`src/rtl/seg_scan_decoder.sv`:
```
// Loopback monitor for a multiplexed seven-segment display: it filters the scanned
// sel/seg buses and rebuilds the displayed value as a packed nibble word.
module seg_scan_decoder #(
    parameter int unsigned STABLE_CYCLES = 16,
    parameter int unsigned DIGITS        = 3,
    parameter int unsigned TIMEOUT       = 200_000
) (
    input  logic                  sys_clk,
    input  logic                  sys_rst,
    input  logic [7:0]            sel,
    input  logic [7:0]            seg,
    output logic [4*DIGITS-1:0]   data_out,
    output logic                  frame_done,
    output logic                  code_err,
    output logic                  stale
);

    localparam int unsigned       TW          = $clog2(TIMEOUT + 1);
    localparam logic [15:0]       STABLE_VAL  = 16'(STABLE_CYCLES);
    localparam logic [TW-1:0]     TIMEOUT_VAL = TW'(TIMEOUT);
    localparam logic [DIGITS-1:0] LOWER_MASK  = DIGITS'((1 << (DIGITS - 1)) - 1);

    typedef enum logic [0:0] {StSettle, StHold} state_t;

    logic [7:0]  sel_m, sel_q, seg_m, seg_q;
    logic [15:0] bus_prev;
    logic [15:0] stable_cnt_q, stable_cnt_d;
    logic        changed;

    state_t state_q, state_d;
    logic   take;

    logic [3:0] nib;
    logic       code_ok;
    logic       onehot;
    logic [2:0] idx;
    logic       in_range, last_pos, lower_ok, accept, commit;

    logic [DIGITS-1:0][3:0] shadow_q, shadow_d;
    logic [DIGITS-1:0]      seen_q, seen_d;
    logic [4*DIGITS-1:0]    data_out_d;
    logic                   frame_done_d, code_err_d, stale_d;
    logic [TW-1:0]          to_cnt_q, to_cnt_d;
    logic                   timeout_hit;

    // Two-stage synchronizers plus the previous value used for change detection.
    always_ff @(posedge sys_clk or posedge sys_rst) begin
        if (sys_rst) begin
            sel_m        <= 8'h00;
            sel_q        <= 8'h00;
            seg_m        <= 8'h00;
            seg_q        <= 8'h00;
            bus_prev     <= 16'h0000;
            stable_cnt_q <= 16'h0000;
        end else begin
            sel_m        <= sel;
            sel_q        <= sel_m;
            seg_m        <= seg;
            seg_q        <= seg_m;
            bus_prev     <= {sel_q, seg_q};
            stable_cnt_q <= stable_cnt_d;
        end
    end

    // Counter holds the number of cycles the current {sel_q,seg_q} value has been seen.
    always_comb begin
        changed = ({sel_q, seg_q} != bus_prev);
        if (changed) begin
            stable_cnt_d = 16'd1;
        end else if (stable_cnt_q != 16'hFFFF) begin
            stable_cnt_d = stable_cnt_q + 16'd1;
        end else begin
            stable_cnt_d = stable_cnt_q;
        end
    end

    always_ff @(posedge sys_clk or posedge sys_rst) begin
        if (sys_rst) begin
            state_q <= StSettle;
        end else begin
            state_q <= state_d;
        end
    end

    always_comb begin
        state_d = state_q;
        unique case (state_q)
            StSettle: if (take)    state_d = StHold;
            StHold:   if (changed) state_d = StSettle;
            default:               state_d = StSettle;
        endcase
    end

    always_comb begin
        take = (state_q == StSettle) && !changed && (stable_cnt_d == STABLE_VAL);
    end

    always_comb begin
        code_ok = 1'b1;
        nib     = 4'h0;
        case (seg_q[6:0])
            7'h40: nib = 4'h0;
            7'h79: nib = 4'h1;
            7'h24: nib = 4'h2;
            7'h30: nib = 4'h3;
            7'h19: nib = 4'h4;
            7'h12: nib = 4'h5;
            7'h02: nib = 4'h6;
            7'h78: nib = 4'h7;
            7'h00: nib = 4'h8;
            7'h10: nib = 4'h9;
            7'h08: nib = 4'hA;
            7'h03: nib = 4'hB;
            7'h46: nib = 4'hC;
            7'h21: nib = 4'hD;
            7'h06: nib = 4'hE;
            7'h0E: nib = 4'hF;
            default: code_ok = 1'b0;
        endcase
    end

    always_comb begin
        onehot = (sel_q != 8'h00) && ((sel_q & (sel_q - 8'd1)) == 8'h00);
        idx    = 3'd0;
        for (int b = 0; b < 8; b++) begin
            if (sel_q[b]) idx = 3'(b);
        end
        in_range = ({1'b0, idx} < 4'(DIGITS));
        last_pos = in_range && (idx == 3'(DIGITS - 1));
        lower_ok = ((seen_q & LOWER_MASK) == LOWER_MASK);
        accept   = take && onehot && code_ok;
        commit   = accept && last_pos && lower_ok;
    end

    always_comb begin
        shadow_d     = shadow_q;
        seen_d       = seen_q;
        data_out_d   = data_out;
        frame_done_d = 1'b0;
        code_err_d   = take && !(onehot && code_ok);
        stale_d      = stale;
        to_cnt_d     = to_cnt_q;
        timeout_hit  = !accept && (to_cnt_q == TIMEOUT_VAL - TW'(1));

        if (accept) begin
            to_cnt_d = '0;
        end else if (to_cnt_q != TIMEOUT_VAL) begin
            to_cnt_d = to_cnt_q + TW'(1);
        end

        if (timeout_hit) begin
            stale_d = 1'b1;
            seen_d  = '0;
        end

        if (accept && in_range) begin
            for (int d = 0; d < DIGITS; d++) begin
                if (idx == 3'(d)) shadow_d[d] = nib;
            end
            if (commit) begin
                data_out_d   = shadow_d;
                frame_done_d = 1'b1;
                stale_d      = 1'b0;
                seen_d       = '0;
            end else begin
                for (int d = 0; d < DIGITS; d++) begin
                    if (idx == 3'(d)) seen_d[d] = 1'b1;
                end
            end
        end
    end

    always_ff @(posedge sys_clk or posedge sys_rst) begin
        if (sys_rst) begin
            shadow_q   <= '0;
            seen_q     <= '0;
            data_out   <= '0;
            frame_done <= 1'b0;
            code_err   <= 1'b0;
            stale      <= 1'b1;
            to_cnt_q   <= '0;
        end else begin
            shadow_q   <= shadow_d;
            seen_q     <= seen_d;
            data_out   <= data_out_d;
            frame_done <= frame_done_d;
            code_err   <= code_err_d;
            stale      <= stale_d;
            to_cnt_q   <= to_cnt_d;
        end
    end

endmodule
```
`config.mk`:
```
export PLATFORM = sky130hd
export DESIGN_NAME = seg_scan_decoder
export DESIGN_NICKNAME = d
export VERILOG_FILES = /design/src/rtl/seg_scan_decoder.sv
export SDC_FILE = /design/constraint.sdc
export NUM_CORES = 1
export LEC_CHECK = 0
export ABC_AREA = 1
export CAP_MARGIN = 20
export CORE_ASPECT_RATIO = 0.5
export CORE_UTILIZATION = 60
export CTS_CLUSTER_SIZE = 30
export DETAILED_ROUTE_END_ITERATION = 10
export PLACE_DENSITY = 0.8
export SLEW_MARGIN = 10
export SYNTH_ARGS = -nofsm -noshare
export SYNTH_HDL_FRONTEND = slang
export SYNTH_SLANG_ARGS = --single-unit
```
`constraint.sdc`:
```
create_clock -name sys_clk -period 4.9 [get_ports sys_clk]
set_input_delay 1.225 -clock sys_clk [delete_from_list [all_inputs] [get_ports sys_clk]]
set_output_delay 1.225 -clock sys_clk [all_outputs]
set_load 0.1 [all_outputs]
```
Word-level counts from Yosys, hierarchy flattened
Index checks and enable logic that the tools add are counted.

Register bits after elaboration: 113. Latch bits: 0. Memory bits (writable): 0. ROM bits: 0. Input bits: 18. Output and inout bits: 15. Logic and storage cells: 97. Memories: 0.

$add $sub $neg: 3. Multipliers: 0. Divide/modulo/power cells: 0. Order comparisons: 1. Equal/unequal tests: 23. Shifts and indexed selects: 0. Multiplexer cells: 30. Bitwise gates (word level): 2. Reduce and logical (&&, ||, !) cells: 22.

Operators by type and width (number): 4-bit case mux with 15 select lines (1); 18-bit two-way mux (2); 16-bit two-way mux (2); 7-bit == test (second input constant) (4); 3-bit two-way mux (9); 7-bit by 5-bit == test with 1-bit output (second input constant) (3); 7-bit by 6-bit == test with 1-bit output (second input constant) (3); 18-bit by 1-bit adder with 18-bit output (second input constant) (1); 18-bit == test (second input constant) (1); 18-bit != test (second input constant) (1); 16-bit by 1-bit adder with 16-bit output (second input constant) (1); 16-bit by 5-bit == test with 1-bit output (second input constant) (1); 16-bit != test (1); 16-bit != test (second input constant) (1); 16-bit OR reduction (1); 7-bit by 2-bit == test with 1-bit output (second input constant) (2); 7-bit by 4-bit == test with 1-bit output (second input constant) (2); 1-bit logical AND (12); 1-bit two-way mux (12); 4-bit two-way mux (3); 8-bit bitwise AND (1); 8-bit logical NOT (1); 8-bit nonzero test (1); 8-bit by 1-bit subtractor with 8-bit output (second input constant) (1); 12 further kinds (14).

Logic depth before layout (Yosys ltp)
Gate-level depths: netlist of the first run.

Word-level depth: 13. Depth in mapped cells: 20. Gate-level depth less buffers: 19.

Least setup slack after synthesis of the first run
Ideal clock, no wire load.

Kind: flip-flop to flip-flop. Start: reg stable_cnt_q[0]. End: reg data_out[0]. Library setup time: 122 ps. Arrival time: 2294 ps. Data required time: 4778 ps. Slack: 2484 ps. Cell stages (with the launch flop): 18. Path buffers: 1. Clock period less this slack: 2416 ps. Path through: dfrtp_1 ha_1 inv_1 nor2_2 nand2_2 nor2_4 nand2_4 buf_6 nand3_2 nand3_2 nor2_4 nand3_1 nor2_2 nand3_4 nor2_4 nand2_2 nand2_1 nand2_1.

Cells in the longest elaborated chain, start to end: 10. Elaborated cells on any way between the ends: 12. Classes of those cells: add/sub: 1; eq/ne: 2; mux: 2; reduce/logical: 7.

Ends and longest elaborated chain: start: declaration (RTL line 27) `logic [15:0] stable_cnt_q, stable_cnt_d;`; start signal: assignment (RTL line 61) `stable_cnt_q <= stable_cnt_d;`; 16-bit by 1-bit adder with 16-bit output or 16-bit != test (tied branches) (RTL line 71, 70); 16-bit two-way mux * (RTL line 70) `end else if (stable_cnt_q != 16'hFFFF) begin`; 16-bit two-way mux * (RTL line 68) `if (changed) begin`; net stable_cnt_d[4] (RTL line 27); 16-bit by 5-bit == test with 1-bit output * (RTL line 95) `take = (state_q == StSettle) && !changed && (stable_cnt_d == STABLE_VAL);`; 1-bit logical AND * (RTL line 95); 1-bit logical AND * (2 in series) (RTL line 131) `accept = take && onehot && code_ok;`; 1-bit logical AND (2 in series) (RTL line 132) `commit = accept && last_pos && lower_ok;`; 2-bit AND reduction (no line) *; end signal: assignment (RTL line 185) `data_out <= data_out_d;`; end: declaration (RTL line 12) `output logic [4*DIGITS-1:0] data_out,`.

The timed path passes the listed nets; every way through them passes the cells marked *. A chain may end at the register's enable or synchronous reset.

Worst setup path in the final report of the first run
Start: reg stable_cnt_q[1]. End: reg data_out[10].

Cells in the longest elaborated chain, start to end: 10. Elaborated cells on any way between the ends: 12. Classes of those cells: add/sub: 1; eq/ne: 2; mux: 2; reduce/logical: 7.

Ends and longest elaborated chain (RTL line): 16-bit by 1-bit adder with 16-bit output or 16-bit != test (tied branches) (71, 70); 16-bit two-way mux * (70); 16-bit two-way mux * (68); 16-bit by 5-bit == test with 1-bit output * (95); 1-bit logical AND * (95); 1-bit logical AND * (2 in series) (131); 1-bit logical AND (2 in series) (132); 2-bit AND reduction (no line) *.

Every way passes the cells marked *; elsewhere a longest branch is shown, timed or not.

==> out/metrics.cfg, run 1 <==
[run_status]
outcome=finished, final reports clean

[timing]
final_hold_viol_count=0
grt_setup_unrepaired=false
max_slew.worst_pin.slew_ns=0.9802
period_share_pct=67.82
finalCriticalPeriod_ns=3.323
fin_tns_setup_ns=0
slew-limit-headroom_pct=34.45
slew_viol_final=0
max_clock_freq_mhz=300.9
finalClockSkew_ns=0.01208
finalSetupViolations=0

[layout]
n_fill_cell=692
drive_gt1_share_pct=6.582
final_util_pct=71.83
multi_input_area_um2=2291
nets=806
final_cell_area_um2=6406
final_cell_mix=nand2_1, inv_1, dfrtp_1
final_common_cell=nand2_1
syn2layout_area_growth_pct=13.12
seq_area_um2=2804
n_antenna_cell=0

[clocking]
post_cts_buffers=0
cts_hold_buffers=0
cts-resized-gates=0
cts_max_level=3
root_buffer=clkbuf_16
clock_latency_ns=0.36
cts_tree=built
path_clk_slew_ns=0.08
cts_buffer_depth=2
cts_sinks=112
cts_made_buffers=9

[grt]
antenna_found_initial=0
track_usage_pct=26.05
grt_pass1_vias=4587
top_usage_layer=met2
grtUsageMet1_pct=35.07
use_met2_pct=42.71
grt_use_met3_pct=5.755
grt_max_degree=68
grt_pass1_wl_um=20240
overflow=0

[die]
initial_utilization_pct=63.50
die_area_um2=9854
die_height_um=70.70
row_count=24
io_pins=33
die_width_um=139.4
core_area_um2=8919

[critical_path]
crit_chain=ha_1 > inv_1 > nor2_2 > nand2_2 > nor2_4 > nand2_4 > nand2_1 > nand2_1 > nand3_1 > nand2_1 > inv_1 > nand2_1 > nor2_2 > nand3_4 > nor2_4 > nand2_2 > nand2_1 > nand2_1
cp-start-kind=flip-flop
cp-startpoint=stable_cnt_q[1]
r2r-start=stable_cnt_q[1]
path_buf_inv=2
cp.arrival_ns=3.58
crit_type=flip-flop to flip-flop
crit_family=simple AND/OR/NAND/NOR gates
critPathMaxFanout=25
critPathCaptureType=flip-flop
critical_path_depth=18
crit_slowest_cell=nor2_4
cpMostUsedCell=nand2_1
rr_worst_depth=18
required_ns=5.15
max_stage_delay_ns=0.52

[synthesis]
synthCells=748
synth.net_count=769
synth.cell_area_um2=5663
seq_area_frac_synth_pct=49.51
ys_warn_count=0
avgSynthCellArea_um2=7.571
ys_types=38
synth-seq-cells=112

[place]
numPortBuffers=32
dp_hpwl_um=8357
routabilityCongestion=0.9580
dpl_cell_area_um2=6090

[drt]
drt_iter0_drc=353
wl_um=11600
wl_per_cell_um=12.79
ant_nets=0
vias_per_cell=5.172
dr.pass1.iters=5
drc=0
vias=4691

[power]
peakVddDrop_v=0.0001688
clkPwrFrac_pct=42.2
switchingPower_uw=456.4
p_sw_share_pct=25.31
powerDensity_nw_per_um2=281.5
internal_power_mw=1.347
p_seq_share_pct=53.2
p_leak_nw=3.315
share_comb_of_total_power_pct=4.6

[hold_path]
min_path_cells=0
hold_class=flip-flop to flip-flop
holdCritStartpoint=seg_m[5]

[job]
max_cap_viol_count=0

==> area by class of cell <==
type / instances / share of cell area [%]
Sequential cell: 112 / 43.77
Timing Repair Buffer: 35 / 5.352
Tap cell: 117 / 2.285
Inverter: 134 / 7.891
Clock inverter: 7 / 1.426
Clock buffer: 9 / 3.516
Multi-Input combinational cell: 493 / 35.76
==> flip-flops by register name (all words and copies together), names as in the netlist, 2 cells and up <==
register      count
seen_q            2
bus_prev         16
seg_m             8
sel_m             8
stable_cnt_q     16
seg_q             8
sel_q             8
data_out         12
to_cnt_q         18
shadow_q         12
==> metrics by stage <==
stage | total power [mW] | cells | hold WS, ns | setup slack (ns)
final | 1.804 | 907 | 0.3473 | 1.577
after global routing | 1.872 | 907 | 0.3673 | 1.295
after CTS | 1.819 | 907 | 0.3524 | 1.635
after detailed placement | 1.062 | 891 | 0.3347 | 1.655
after global placement | 1.057 | 891 | 0.3321 | 1.805
after floorplan | 1.028 | 748 | 0.3312 | 0.7177
==> metal layers <==
metal | vias to the layer above | routed length (µm)
met3 | 17 | 634
met1 | 2157 | 5575
li1 | 2397 | -
met2 | 120 | 5226
met5 | - | 0
met4 | 0 | 160
==> power groups by stage <==
stage                     clock network (mW)  logic [mW]  registers (mW)
after floorplan                            0      0.0556           0.973
after CTS                              0.776      0.0836           0.960
after detailed placement                   0      0.0832           0.979
final                                  0.761      0.0825           0.960
after global routing                   0.813      0.0952           0.964
after global placement                     0      0.0807           0.977
==> cell families (layout without fill, tap and decap cells) <==
kind of cell / count (synthesis) / after routing / synth area share [%]
AND/OR/NAND/NOR: 431 / 431 / 33.63
buffers and inverters: 143 / 185 / 10.03
flip-flops: 112 / 112 / 49.51
AO/OA/AOI/OAI: 50 / 50 / 4.772
XOR/XNOR: 9 / 9 / 1.392
adder cells (fa/ha/maj): 3 / 3 / 0.6629
==> synth_stat cells (all sizes together) <==
master / n / area share (%)
xor2: 7 / 1.1
dfstp: 1 / 0.46
nor4: 7 / 0.77
o31ai: 1 / 0.13
a21oi: 6 / 0.53
a21o: 1 / 0.13
nand4: 17 / 1.9
dfrtp: 111 / 49
and3: 2 / 0.22
clkinv: 2 / 0.13
nor3: 17 / 1.5
nand3: 65 / 6.2
o21bai: 2 / 0.27
o21ai: 34 / 3.0
buf: 8 / 1.1
ha: 3 / 0.66
a211oi: 1 / 0.13
o22ai: 4 / 0.44
or2: 6 / 0.66
clkbuf: 1 / 0.066
inv: 132 / 8.7
nor3b: 1 / 0.13
xnor2: 2 / 0.31
o211ai: 1 / 0.13
nor2: 80 / 6.2
nand2: 234 / 16
nand3b: 2 / 0.27
==> final timing paths <==
kind | to | slack [ns]
setup / recovery | data_out[10] | 1.58
hold / removal | seg_q[5] | 0.35
setup reg to reg | data_out[10] | 1.58
hold reg to reg | seg_q[5] | 0.35
max in group asynchronous | stable_cnt_q[11] | 2.68
min in group asynchronous | sel_m[0] | 1.36
Note: power is estimated with default switching activity, not from simulation.
==> run 2, diff against run 1 <==
--- a/config.mk
+++ b/config.mk
@@ -8,10 +8,10 @@
 export ABC_AREA = 1
 export CAP_MARGIN = 20
 export CORE_ASPECT_RATIO = 0.5
-export CORE_UTILIZATION = 60
+export CORE_UTILIZATION = 54
 export CTS_CLUSTER_SIZE = 30
 export DETAILED_ROUTE_END_ITERATION = 10
-export PLACE_DENSITY = 0.8
+export PLACE_DENSITY = 0.76
 export SLEW_MARGIN = 10
 export SYNTH_ARGS = -nofsm -noshare
 export SYNTH_HDL_FRONTEND = slang
==> constraint.sdc (replaced) <==
create_clock -name sys_clk -period 3 [get_ports sys_clk]
set_input_delay 0.75 -clock sys_clk [delete_from_list [all_inputs] [get_ports sys_clk]]
set_output_delay 0.75 -clock sys_clk [all_outputs]
set_load 0.1 [all_outputs]
==> run 2 against run 1 <==
Against the previous run:
- first-iteration DRC count is 26% lower
- design area up 1.0%
- register-to-register slack lost 1.2 ns
- clock power rose by 60%
- sequential share of layout area decreased by 0.44 points
- clock skew decreased by 0.0016 ns
- sequential power rose by 64%
- critical path depth unchanged
- die area increased by 11%
==> out/metrics.cfg, run 2 (same netlist as run 1, synthesis figures left out) <==
[die]
die_width_um=146.8
die_height_um=74.41
core_area_um2=9822
die_area_um2=10930
row_count=25
io_pins=33
initial_utilization_pct=57.66

[grt]
antenna_found_initial=0
grt_use_met3_pct=5.337
top_usage_layer=met2
use_met2_pct=39.86
grt_pass1_wl_um=20460
track_usage_pct=24.13
grtUsageMet1_pct=32.82
overflow=0
grt_pass1_vias=4346
grt_max_degree=90

[place]
routabilityCongestion=0.9697
numPortBuffers=32
place_inst=915
dpl_cell_area_um2=6133
dp_slack_ns=0.2264
dp_hpwl_um=8804

[layout]
largest_reg_flops=18
final_util_pct=65.89
seq_area_um2=2804
syn2layout_area_growth_pct=14.27
reg_top3=to_cnt_q x18, bus_prev x16, stable_cnt_q x16
multi_input_area_um2=2312
nets=814
drive_gt1_share_pct=9.524
final_cell_mix=nand2_1, inv_1, dfrtp_1
final_common_cell=nand2_1
regMostFlops=to_cnt_q
n_fill_cell=824
n_antenna_cell=0
final_cell_area_um2=6471
stdcell_count=933

[clocking]
cts_made_buffers=9
clock_latency_ns=0.36
root_buffer=clkbuf_16
cts_sinks=112
cts_tree=built
cts_max_level=3
path_clk_slew_ns=0.08
cts_buffer_depth=2

[hold_path]
min_path_cells=0
holdCritStartpoint=seg_m[6]
hold_class=flip-flop to flip-flop

[critical_path]
crit_chain=inv_1 > nand2_1 > nand2_1 > nand2_1 > nor2_1 > nand2_1 > nor2_1 > buf_4 > nand2_1 > nor2_1 > nand2_1 > nor2_1 > nand2_1 > nor2_4 > nand3_2 > nor2_4 > nand2_1 > nand2_1
crit_family=simple AND/OR/NAND/NOR gates
rrSetupSlack_ns=0.33
critPathMaxFanout=21
cp-startpoint=sel_q[1]
required_ns=3.30
rr_worst_depth=18
critical_path_depth=18
cp-endpoint=data_out[4]
r2r-start=sel_q[1]
max_stage_delay_ns=0.40
cpMostUsedCell=nand2_1
crit_slowest_cell=dfrtp_1
crit_type=flip-flop to flip-flop
path_buf_inv=2
cp.arrival_ns=2.97
critPathCaptureType=flip-flop
cp-start-kind=flip-flop
reg2reg_to=data_out[4]

[timing]
final_hold_viol_count=0
period_share_pct=88.97
slew_viol_final=0
whs_ns=0.3454
finalSetupViolations=0
setup_slack_ns=0.3310
fin_tns_setup_ns=0
slew-limit-headroom_pct=61.64
max_slew.worst_pin.slew_ns=0.5693
max_clock_freq_mhz=374.7
grt_setup_unrepaired=false
finalCriticalPeriod_ns=2.669
finalClockSkew_ns=0.01052

[power]
peakVddDrop_v=0.0002727
p_sw_share_pct=24.95
switchingPower_uw=729.0
p_seq_share_pct=53.6
p_leak_nw=3.378
clkPwrFrac_pct=41.6
total_power_mw=2.921
internal_power_mw=2.192
powerDensity_nw_per_um2=451.4
share_comb_of_total_power_pct=4.7

[run_status]
outcome=finished, final reports clean

[drt]
dr.pass1.iters=5
drc=0
wl_um=12120
drt_iter0_drc=261
ant_nets=0
wl_per_cell_um=12.99
vias_per_cell=5.072
vias=4732

[job]
max_cap_viol_count=0

-- run 2: changes by cell type in the layout (fill, tap and decap cells not counted) --
cell	previous run	this run
inv_4	1	0
buf_4	3	24
nor2_4	5	7
clkinv_4	0	1
buf_12	0	1
clkdlybuf4s50_1	32	17
nor3_2	0	1
nor3_1	17	16
clkinvlp_4	0	1
inv_12	1	0
nor2_2	5	4
-- run 2: final cells by class --
class | instances | area share, %
clock buffer | 9 | 3.480
clock inverter | 7 | 1.295
inverter | 134 | 7.831
multi-input combinational | 494 | 35.73
sequential | 112 | 43.33
tap | 135 | 2.610
timing repair buffer | 42 | 5.723
-- run 2: repair_timing --
item,CTS,global route
resized for setup,0,3
setup endpoints to repair,0,22
hold buffers,0,0
setup buffers,0,1
-- run 2: worst register-to-register path: cells and delay by family, from the launching register on --
kind / cells / cell delay, ns
simple gates: 16 / 1.82
flops: 1 / 0.40
buf+inv: 2 / 0.41
-- run 2: worst min path at each step --
stage and endpoint:
6_report seg_q[6], 5_1_grt seg_q[7], 4_1_cts seg_q[6], 3_5_place_dp seg_q[1], 3_3_place_gp sel_q[0], 2_1_floorplan seg_q[0]
-- run 2: per-layer routing --
layer / wire length (µm) / up-vias / part of all wire [%]
li1: - / 2420 / -
met1: 5707 / 2180 / 47
met2: 5576 / 116 / 46
met3: 682 / 16 / 5.6
met4: 154 / 0 / 1.3
met5: 0 / - / 0
-- run 2: power by group through the flow --
| stage | clock network [mW] | logic [mW] | registers (mW) |
|---|---|---|---|
| finish | 1.22 | 0.138 | 1.57 |
| detailed placement | 0 | 0.139 | 1.60 |
| CTS | 1.25 | 0.140 | 1.57 |
| floorplan | 0 | 0.0912 | 1.59 |
| global route | 1.30 | 0.160 | 1.57 |
| global placement | 0 | 0.135 | 1.60 |
